<file path="src/rtl/hazard_ctrl.sv">
// Pipeline hazard/sequencing controller for the 5-stage RV32I core: stalls, flushes,
// operand forwarding, data-memory wait tracking with timeout. Optional perf counters: HAZARD_PERF_EN.
module hazard_ctrl #(
  parameter int MAX_WAIT = 255,
  parameter int CNT_W    = 32
) (
  input  logic             clk,
  input  logic             rst,
  input  logic [4:0]       Rs1D,
  input  logic [4:0]       Rs2D,
  input  logic [4:0]       Rs1E,
  input  logic [4:0]       Rs2E,
  input  logic [4:0]       RdE,
  input  logic             ResultSrcE0,
  input  logic             PCSrcE,
  input  logic [4:0]       RdM,
  input  logic             RegWriteM,
  input  logic [4:0]       RdW,
  input  logic             RegWriteW,
  input  logic             MemReqM,
  input  logic             MemReadyM,
  output logic             StallF,
  output logic             StallD,
  output logic             StallE,
  output logic             StallM,
  output logic             FlushD,
  output logic             FlushE,
  output logic             FlushW,
  output logic [1:0]       ForwardAE,
  output logic [1:0]       ForwardBE,
  output logic             MemTimeout,
  output logic [CNT_W-1:0] StallCnt,
  output logic [CNT_W-1:0] FlushCnt
);

  localparam int WCNT_W = $clog2(MAX_WAIT + 1);

  typedef enum logic [1:0] {
    RUN      = 2'd0,
    MEM_WAIT = 2'd1,
    ERR      = 2'd2
  } state_t;

  state_t              state_r, state_s;
  logic [WCNT_W-1:0]   wcnt_r, wcnt_s;
  logic                timeout_r;
  logic                mem_stall_s;
  logic                lw_stall_s;

  // MEM result has priority over WB; x0 is never forwarded
  function automatic logic [1:0] fwd_sel(input logic [4:0] rs, input logic [4:0] rd_m,
                                         input logic we_m, input logic [4:0] rd_w,
                                         input logic we_w);
    logic [1:0] sel;
    if ((rs != 5'd0) && we_m && (rs == rd_m)) begin
      sel = 2'b10;
    end else if ((rs != 5'd0) && we_w && (rs == rd_w)) begin
      sel = 2'b01;
    end else begin
      sel = 2'b00;
    end
    return sel;
  endfunction

  // State, wait counter and sticky timeout flag
  always_ff @(posedge clk or posedge rst) begin
    if (rst) begin
      state_r   <= RUN;
      wcnt_r    <= {WCNT_W{1'b0}};
      timeout_r <= 1'b0;
    end else begin
      state_r   <= state_s;
      wcnt_r    <= wcnt_s;
      timeout_r <= timeout_r | (state_s == ERR);
    end
  end

  // Next-state logic for the data-memory wait tracker
  always_comb begin
    state_s = state_r;
    wcnt_s  = wcnt_r;
    case (state_r)
      RUN: begin
        if (MemReqM && !MemReadyM) begin
          state_s = MEM_WAIT;
          wcnt_s  = WCNT_W'(32'd1);
        end else begin
          state_s = RUN;
        end
      end
      MEM_WAIT: begin
        if (MemReadyM) begin
          state_s = RUN;
          wcnt_s  = {WCNT_W{1'b0}};
        end else if (wcnt_r == WCNT_W'(MAX_WAIT)) begin
          state_s = ERR;
        end else begin
          wcnt_s = wcnt_r + WCNT_W'(32'd1);
        end
      end
      ERR: begin
        state_s = ERR;
      end
      default: begin
        state_s = RUN;
        wcnt_s  = {WCNT_W{1'b0}};
      end
    endcase
  end

  // Hazard detection and pipeline control outputs
  always_comb begin
    mem_stall_s = 1'b0;
    case (state_r)
      RUN:      mem_stall_s = MemReqM & ~MemReadyM;
      MEM_WAIT: mem_stall_s = ~MemReadyM;
      ERR:      mem_stall_s = 1'b1;
      default:  mem_stall_s = 1'b1;
    endcase

    lw_stall_s = ResultSrcE0 & (RdE != 5'd0) & ((Rs1D == RdE) | (Rs2D == RdE));

    StallF = mem_stall_s | lw_stall_s;
    StallD = mem_stall_s | lw_stall_s;
    StallE = mem_stall_s;
    StallM = mem_stall_s;
    // A redirect held in a stalled EX fires only once memory releases
    FlushD = PCSrcE & ~mem_stall_s;
    FlushE = (lw_stall_s | PCSrcE) & ~mem_stall_s;
    FlushW = mem_stall_s;

    ForwardAE = fwd_sel(Rs1E, RdM, RegWriteM, RdW, RegWriteW);
    ForwardBE = fwd_sel(Rs2E, RdM, RegWriteM, RdW, RegWriteW);
  end

  assign MemTimeout = timeout_r;

`ifdef HAZARD_PERF_EN
  logic [CNT_W-1:0] stall_cnt_r;
  logic [CNT_W-1:0] flush_cnt_r;

  // Saturating stall and redirect counters
  always_ff @(posedge clk or posedge rst) begin
    if (rst) begin
      stall_cnt_r <= {CNT_W{1'b0}};
      flush_cnt_r <= {CNT_W{1'b0}};
    end else begin
      if (StallF && (stall_cnt_r != {CNT_W{1'b1}})) begin
        stall_cnt_r <= stall_cnt_r + {{(CNT_W-1){1'b0}}, 1'b1};
      end
      if (PCSrcE && FlushD && (flush_cnt_r != {CNT_W{1'b1}})) begin
        flush_cnt_r <= flush_cnt_r + {{(CNT_W-1){1'b0}}, 1'b1};
      end
    end
  end

  assign StallCnt = stall_cnt_r;
  assign FlushCnt = flush_cnt_r;
`else
  assign StallCnt = {CNT_W{1'b0}};
  assign FlushCnt = {CNT_W{1'b0}};
`endif

endmodule

</file>
<file path="config.mk">
export PLATFORM = sky130hd
export DESIGN_NAME = hazard_ctrl
export DESIGN_NICKNAME = d
export VERILOG_FILES = /design/src/rtl/hazard_ctrl.sv
export SDC_FILE = /design/constraint.sdc
export NUM_CORES = 1
export LEC_CHECK = 0
export ABC_AREA = 0
export CORE_ASPECT_RATIO = 1.25
export CORE_MARGIN = 5
export CORE_UTILIZATION = 37
export CTS_BUF_LIST = sky130_fd_sc_hd__clkbuf_2 sky130_fd_sc_hd__clkbuf_4 sky130_fd_sc_hd__clkbuf_8
export DETAILED_ROUTE_END_ITERATION = 8
export MAX_ROUTING_LAYER = met4
export PLACE_DENSITY = 0.88
export SLEW_MARGIN = 40
export SYNTH_ARGS = -nofsm -noshare
export SYNTH_HDL_FRONTEND = slang
export SYNTH_SLANG_ARGS = --single-unit
</file>
<file path="constraint.sdc">
create_clock -name clk -period 4.5 [get_ports clk]
set_input_delay 0.9 -clock clk [delete_from_list [all_inputs] [get_ports clk]]
set_output_delay 0.9 -clock clk [all_outputs]
set_load 0.02 [all_outputs]
</file>
==> flow_metrics.tcl, run 1 <==
set metrics [dict create \
    dr.first_iter.drc_count 65 \
    critPathArrivalTime_ps 3030 \
    layout-drive-gt1-share_pct 6.695 \
    fmax_ghz 0.2544 \
    dpl_worst_slack_ps 565.9 \
    core_area_mm2 0.004066 \
    swShare_pct 37.21 \
    grt_use_total_pct 12.27 \
    ys_types 33 \
    worstPathMaxFanout 3 \
    slew_viol_final 0 \
    std_cell_rows 26 \
    cp.required_ps 3600 \
    fillers 391 \
    layout_common_cells "conb_1, clkdlybuf4s50_1, xnor2_1" \
    htreeDepth 1 \
    stdcell_count 295 \
    fin_ws_ps 569.5 \
    min_path_cells 1 \
    clkPwrFrac_pct 26.9 \
    r2r_slack_ps 2880 \
    drc 0 \
    grt-ovfl-total 0 \
    via_per_inst 4.220 \
    internal-power_mw 0.2387 \
    rsz0062_at_grt "no" \
    area_growth_syn_to_layout_pct 25.26 \
    tritoncts "yes" \
    crit_type "input port to output pin" \
    antenna_found_initial 0 \
    grt_pass1_wl_um 5064 \
    start_util_pct 37.88 \
    insertion_delay_ps 240 \
    leakagePower_nw 0.8048 \
    grt_pass1_vias 1217 \
    power_frac_comb_pct 44.1 \
    hpwl_um 3223 \
    hold_start "MemTimeout$_DFF_PP0_" \
    routed-via-count 1245 \
    path_clk_slew_ps 40 \
    insertedDiodeCount 0 \
    io_buffers 54 \
    clkSinkCount 11 \
    die_area_mm2 0.005561 \
    syn_inst 186 \
    multi_input_area_um2 975.9 \
    hp-class "flip-flop to flip-flop" \
    cp-end-kind "output pin" \
    avgSynthCellArea_um2 8.281 \
    dp_cells 291 \
    cts-buffers-inserted 3 \
    fin_crit_sh_pct 87.34 \
    place_congestion 0.9051 \
    synth-seq-cells 11 \
    hold_buffers 0 \
    first_pass_iters 4 \
    post_drt_wl_per_cell_um 11.84 \
    cts-resized-gates 0 \
    cts_setup_buffers 0 \
    ioPinCount 119 \
    clock_path_buffers 2 \
    ant_nets 0 \
    reg2reg_to "wcnt_r[7]$_DFFE_PP0P_" \
    clock_skew_ps 2.254 \
    die_x_um 67.71 \
    maxCapViolations 0 \
    hold_violations 0 \
    clock-root-buffer "clkbuf_8" \
    power_mw 0.3802 \
    power_density_mw_per_mm2 197.0 \
    ff_latch_area_um2 275.3 \
    finalSetupViolations 0 \
    power_frac_seq_pct 29.1 \
    start_kind "input port" \
    nNetsFinal 284 \
    setup_tns_ps 0 \
    synth_area_mm2 0.001540 \
    worstReg2RegStart "wcnt_r[0]$_DFFE_PP0P_" \
    synth_warnings 0 \
    grt_max_degree 13 \
    worstRegToRegCells 5 \
    synth-seq-area-share_pct 17.87 \
    layout_commonest_cell "conb_1" \
    whs_ps 468.5 \
    p_sw_mw 0.1415 \
    vdd.ir_drop.worst_mv 0.09090 \
    fin_crit_ps 3930 \
    outcome "finished, final reports clean" \
    die_height_um 82.14 \
    wl_um 3492 \
    hold_path_end "MemTimeout$_DFF_PP0_" \
]
==> worst max-delay path by stage <==
stage                     slack [ps]           end    start
after CTS                        550  ForwardAE[0]  Rs1E[1]
after global placement           600  ForwardAE[0]  Rs1E[1]
after detailed placement         570  ForwardAE[0]  Rs1E[1]
final                            570  ForwardAE[0]  Rs1E[1]
after floorplan                 1460  ForwardAE[0]  Rs1E[1]
after global routing             460  ForwardAE[0]  Rs1E[1]
==> flip-flops by register name (all words and copies together) (netlist names) <==
signal and flops:
MemTimeout 1, state_r 2, wcnt_r 8
==> critical path, cell delays in order <==
cell             delay (ps)
clkdlybuf4s50_1         480
or4_4                   570
nor2_4                  120
nor4_2                   70
nor4_2                  240
clkdlybuf4s50_1         650
==> per-layer routing <==
metal	GRT usage, %	wire length [um]	vias to the layer above
li1	-	-	598
met1	11.72	1173	561
met2	21.62	1784	77
met3	4.060	453	9
met4	6.491	81	0
met5	-	0	-
==> power groups by stage <==
stage	clock network, mW	logic (mW)	registers, mW
5_1_grt	0.110	0.181	0.111
4_1_cts	0.105	0.167	0.110
6_report	0.102	0.168	0.110
2_1_floorplan	0	0.145	0.109
3_3_place_gp	0	0.164	0.111
3_5_place_dp	0	0.166	0.112
==> Yosys cell counts <==
cell type | count | area (um2)
a2111oi_0 | 1 | 8.760
nand2_1 | 11 | 41.29
or3_1 | 1 | 6.260
ha_1 | 1 | 12.51
nand4_1 | 7 | 43.79
buf_4 | 67 | 503.0
dfrtp_1 | 11 | 275.3
nor2_1 | 6 | 22.52
or4_4 | 2 | 22.52
o31ai_1 | 1 | 7.510
a21oi_1 | 4 | 20.02
a2111oi_2 | 1 | 15.01
nor2_2 | 1 | 6.260
mux2i_1 | 2 | 20.02
xnor2_1 | 18 | 157.7
or4_1 | 1 | 7.510
clkbuf_1 | 1 | 3.750
nor3_1 | 2 | 10.01
and3_1 | 1 | 6.260
o22ai_1 | 1 | 6.260
o21a_1 | 1 | 7.510
xor2_1 | 16 | 140.1
a22oi_1 | 1 | 7.510
nand3_1 | 2 | 10.01
nor2b_1 | 1 | 6.260
o21ai_0 | 8 | 40.04
nor4_2 | 4 | 50.05
o32ai_1 | 2 | 17.52
or2_2 | 2 | 12.51
o21bai_1 | 1 | 7.510
nor2_4 | 2 | 22.52
inv_1 | 5 | 18.77
conb_1 | 1 | 3.750
==> per-stage QoR <==
step | area, um2 | utilization (%)
2_1_floorplan | 1777 | -
5_1_grt | 1929 | 47.45
4_1_cts | 1929 | 47.45
6_report | 1929 | 47.45
3_3_place_gp | 1881 | 46.25
3_5_place_dp | 1881 | 46.25
==> cell type report <==
cell class	instances	area share (%)
tap	56	3.632
inverter	5	0.9728
timing repair buffer	54	28.02
clock buffer	4	2.529
multi-input combinational	165	50.58
sequential	11	14.27
==> cells by family (layout without fill, tap and decap cells) <==
group	count (synthesis)	in the layout	synth area share, %
buf+inv	73	63	34.12
simple gates	43	43	17.39
xor+xnor	34	34	19.33
compound gates	21	21	8.937
flops	11	11	17.87
mux	2	2	1.300
fa+ha+maj	1	1	0.8122
other cells	1	64	0.2435
No activity file was read; power rests on OpenSTA's default activity.
==> run 2: changes to the inputs <==
Settings changed: ABC_CLOCK_PERIOD_IN_PS set to 4500, PLACE_DENSITY 0.88 to 0.85, SETUP_SLACK_MARGIN set to 0.15.
==> run 2 against run 1 <==
Compared with the run above: critical path depth is the same; via count grew 2.1%; final area is the same; critical endpoint unchanged; clock skew shrank 0.72 ps; total power grew 1.2%.
==> flow_metrics.tcl, run 2 (synthesis results as in run 1) <==
set metrics [dict create \
    htreeDepth 1 \
    antenna_found_initial 0 \
    layout_commonest_cell "conb_1" \
    fin_ws_ps 572.1 \
    dp_cells 291 \
    ant_nets 0 \
    path_clk_slew_ps 50 \
    whs_ps 462.8 \
    dpl_worst_slack_ps 563.6 \
    fillers 380 \
    clock_skew_ps 1.531 \
    crit_type "input port to output pin" \
    largest_reg_flops 8 \
    area_growth_syn_to_layout_pct 25.26 \
    grt-ovfl-total 0 \
    std_cell_rows 26 \
    worstRegToRegCells 5 \
    first_pass_iters 4 \
    fmax_ghz 0.2546 \
    start_util_pct 37.88 \
    fin_crit_ps 3928 \
    grt_pass1_wl_um 5451 \
    insertion_delay_ps 240 \
    drc 0 \
    routed-via-count 1271 \
    hold_buffers 0 \
    clkSinkCount 11 \
    die_x_um 67.71 \
    layout-drive-gt1-share_pct 6.695 \
    place_congestion 0.8650 \
    insertedDiodeCount 0 \
    power_density_mw_per_mm2 199.5 \
    dpl_cell_area_mm2 0.001881 \
    cts-buffers-inserted 3 \
    hold_start "MemTimeout$_DFF_PP0_" \
    wl_um 3670 \
    cts_setup_buffers 0 \
    maxCapViolations 0 \
    worstReg2RegStart "wcnt_r[0]$_DFFE_PP0P_" \
    slew_viol_final 0 \
    cp.required_ps 3600 \
    rsz0062_at_grt "no" \
    ioPinCount 119 \
    hold_path_end "MemTimeout$_DFF_PP0_" \
    vdd.ir_drop.worst_mv 0.07740 \
    dr.first_iter.drc_count 78 \
    fin_crit_sh_pct 87.29 \
    layout_common_cells "conb_1, clkdlybuf4s50_1, xnor2_1" \
    nNetsFinal 284 \
    outcome "finished, final reports clean" \
    cp-end-kind "output pin" \
    die_area_mm2 0.005561 \
    hold_violations 0 \
    multi_input_area_um2 975.9 \
    tritoncts "yes" \
    power_mw 0.3848 \
    post_drt_wl_per_cell_um 12.44 \
    grt_use_total_pct 13.37 \
    critPathArrivalTime_ps 3030 \
    clock-root-buffer "clkbuf_8" \
    utilization_pct 47.45 \
    leakagePower_nw 0.8048 \
    cts-resized-gates 0 \
    min_path_cells 1 \
    worstPathMaxFanout 3 \
    reg2reg_to "wcnt_r[7]$_DFFE_PP0P_" \
    setup_tns_ps 0 \
    largest-register "wcnt_r" \
    clock_path_buffers 2 \
    via_per_inst 4.308 \
    io_buffers 54 \
    final_area_mm2 0.001929 \
    r2r_slack_ps 2890 \
    grt_pass1_vias 1271 \
    grt_max_degree 13 \
    core_area_mm2 0.004066 \
    hp-class "flip-flop to flip-flop" \
    finalSetupViolations 0 \
    die_height_um 82.14 \
    start_kind "input port" \
    ff_latch_area_um2 275.3 \
    stdcell_count 295 \
    hpwl_um 3329 \
]
## run 2: worst max-delay path, stage by stage
cell             delay [ps]
clkdlybuf4s50_1         490
or4_4                   560
nor2_4                  120
nor4_2                   70
nor4_2                  230
clkdlybuf4s50_1         660
## run 2: final cells by class
| type | instances | area share [%] |
|---|---|---|
| sequential | 11 | 14.27 |
| tap | 56 | 3.632 |
| timing repair buffer | 54 | 28.02 |
| inverter | 5 | 0.9728 |
| clock buffer | 4 | 2.529 |
| multi-input combinational | 165 | 50.58 |
## run 2: power breakdown
part | leakage (nW) | total (mW) | internal [mW] | switching (mW)
Sequential | 0.144 | 0.110 | 0.104 | 0.00632
Combinational | 0.634 | 0.167 | 0.0667 | 0.101
Clock | 0.0262 | 0.107 | 0.0684 | 0.0390
Total | 0.805 | 0.385 | 0.239 | 0.146
## run 2: worst max-delay path by stage
stage | slack (ps) | to | depth (start not counted) | from
2_1_floorplan | 1460 | ForwardAE[0] | 4 | Rs1E[1]
3_3_place_gp | 590 | ForwardBE[0] | 6 | Rs2E[1]
3_5_place_dp | 560 | ForwardAE[0] | 6 | Rs1E[2]
4_1_cts | 550 | ForwardBE[0] | 6 | Rs2E[1]
5_1_grt | 430 | ForwardAE[0] | 6 | Rs1E[2]
6_report | 570 | ForwardAE[0] | 6 | Rs1E[2]
## run 2: routing by layer
| metal | vias up | part of all wire, % | global-route usage (%) |
|---|---|---|---|
| li1 | 601 | - | - |
| met4 | 0 | 2.6 | 6.491 |
| met3 | 9 | 12 | 3.789 |
| met1 | 581 | 34 | 13.88 |
| met2 | 80 | 51 | 22.98 |
| met5 | - | 0 | - |
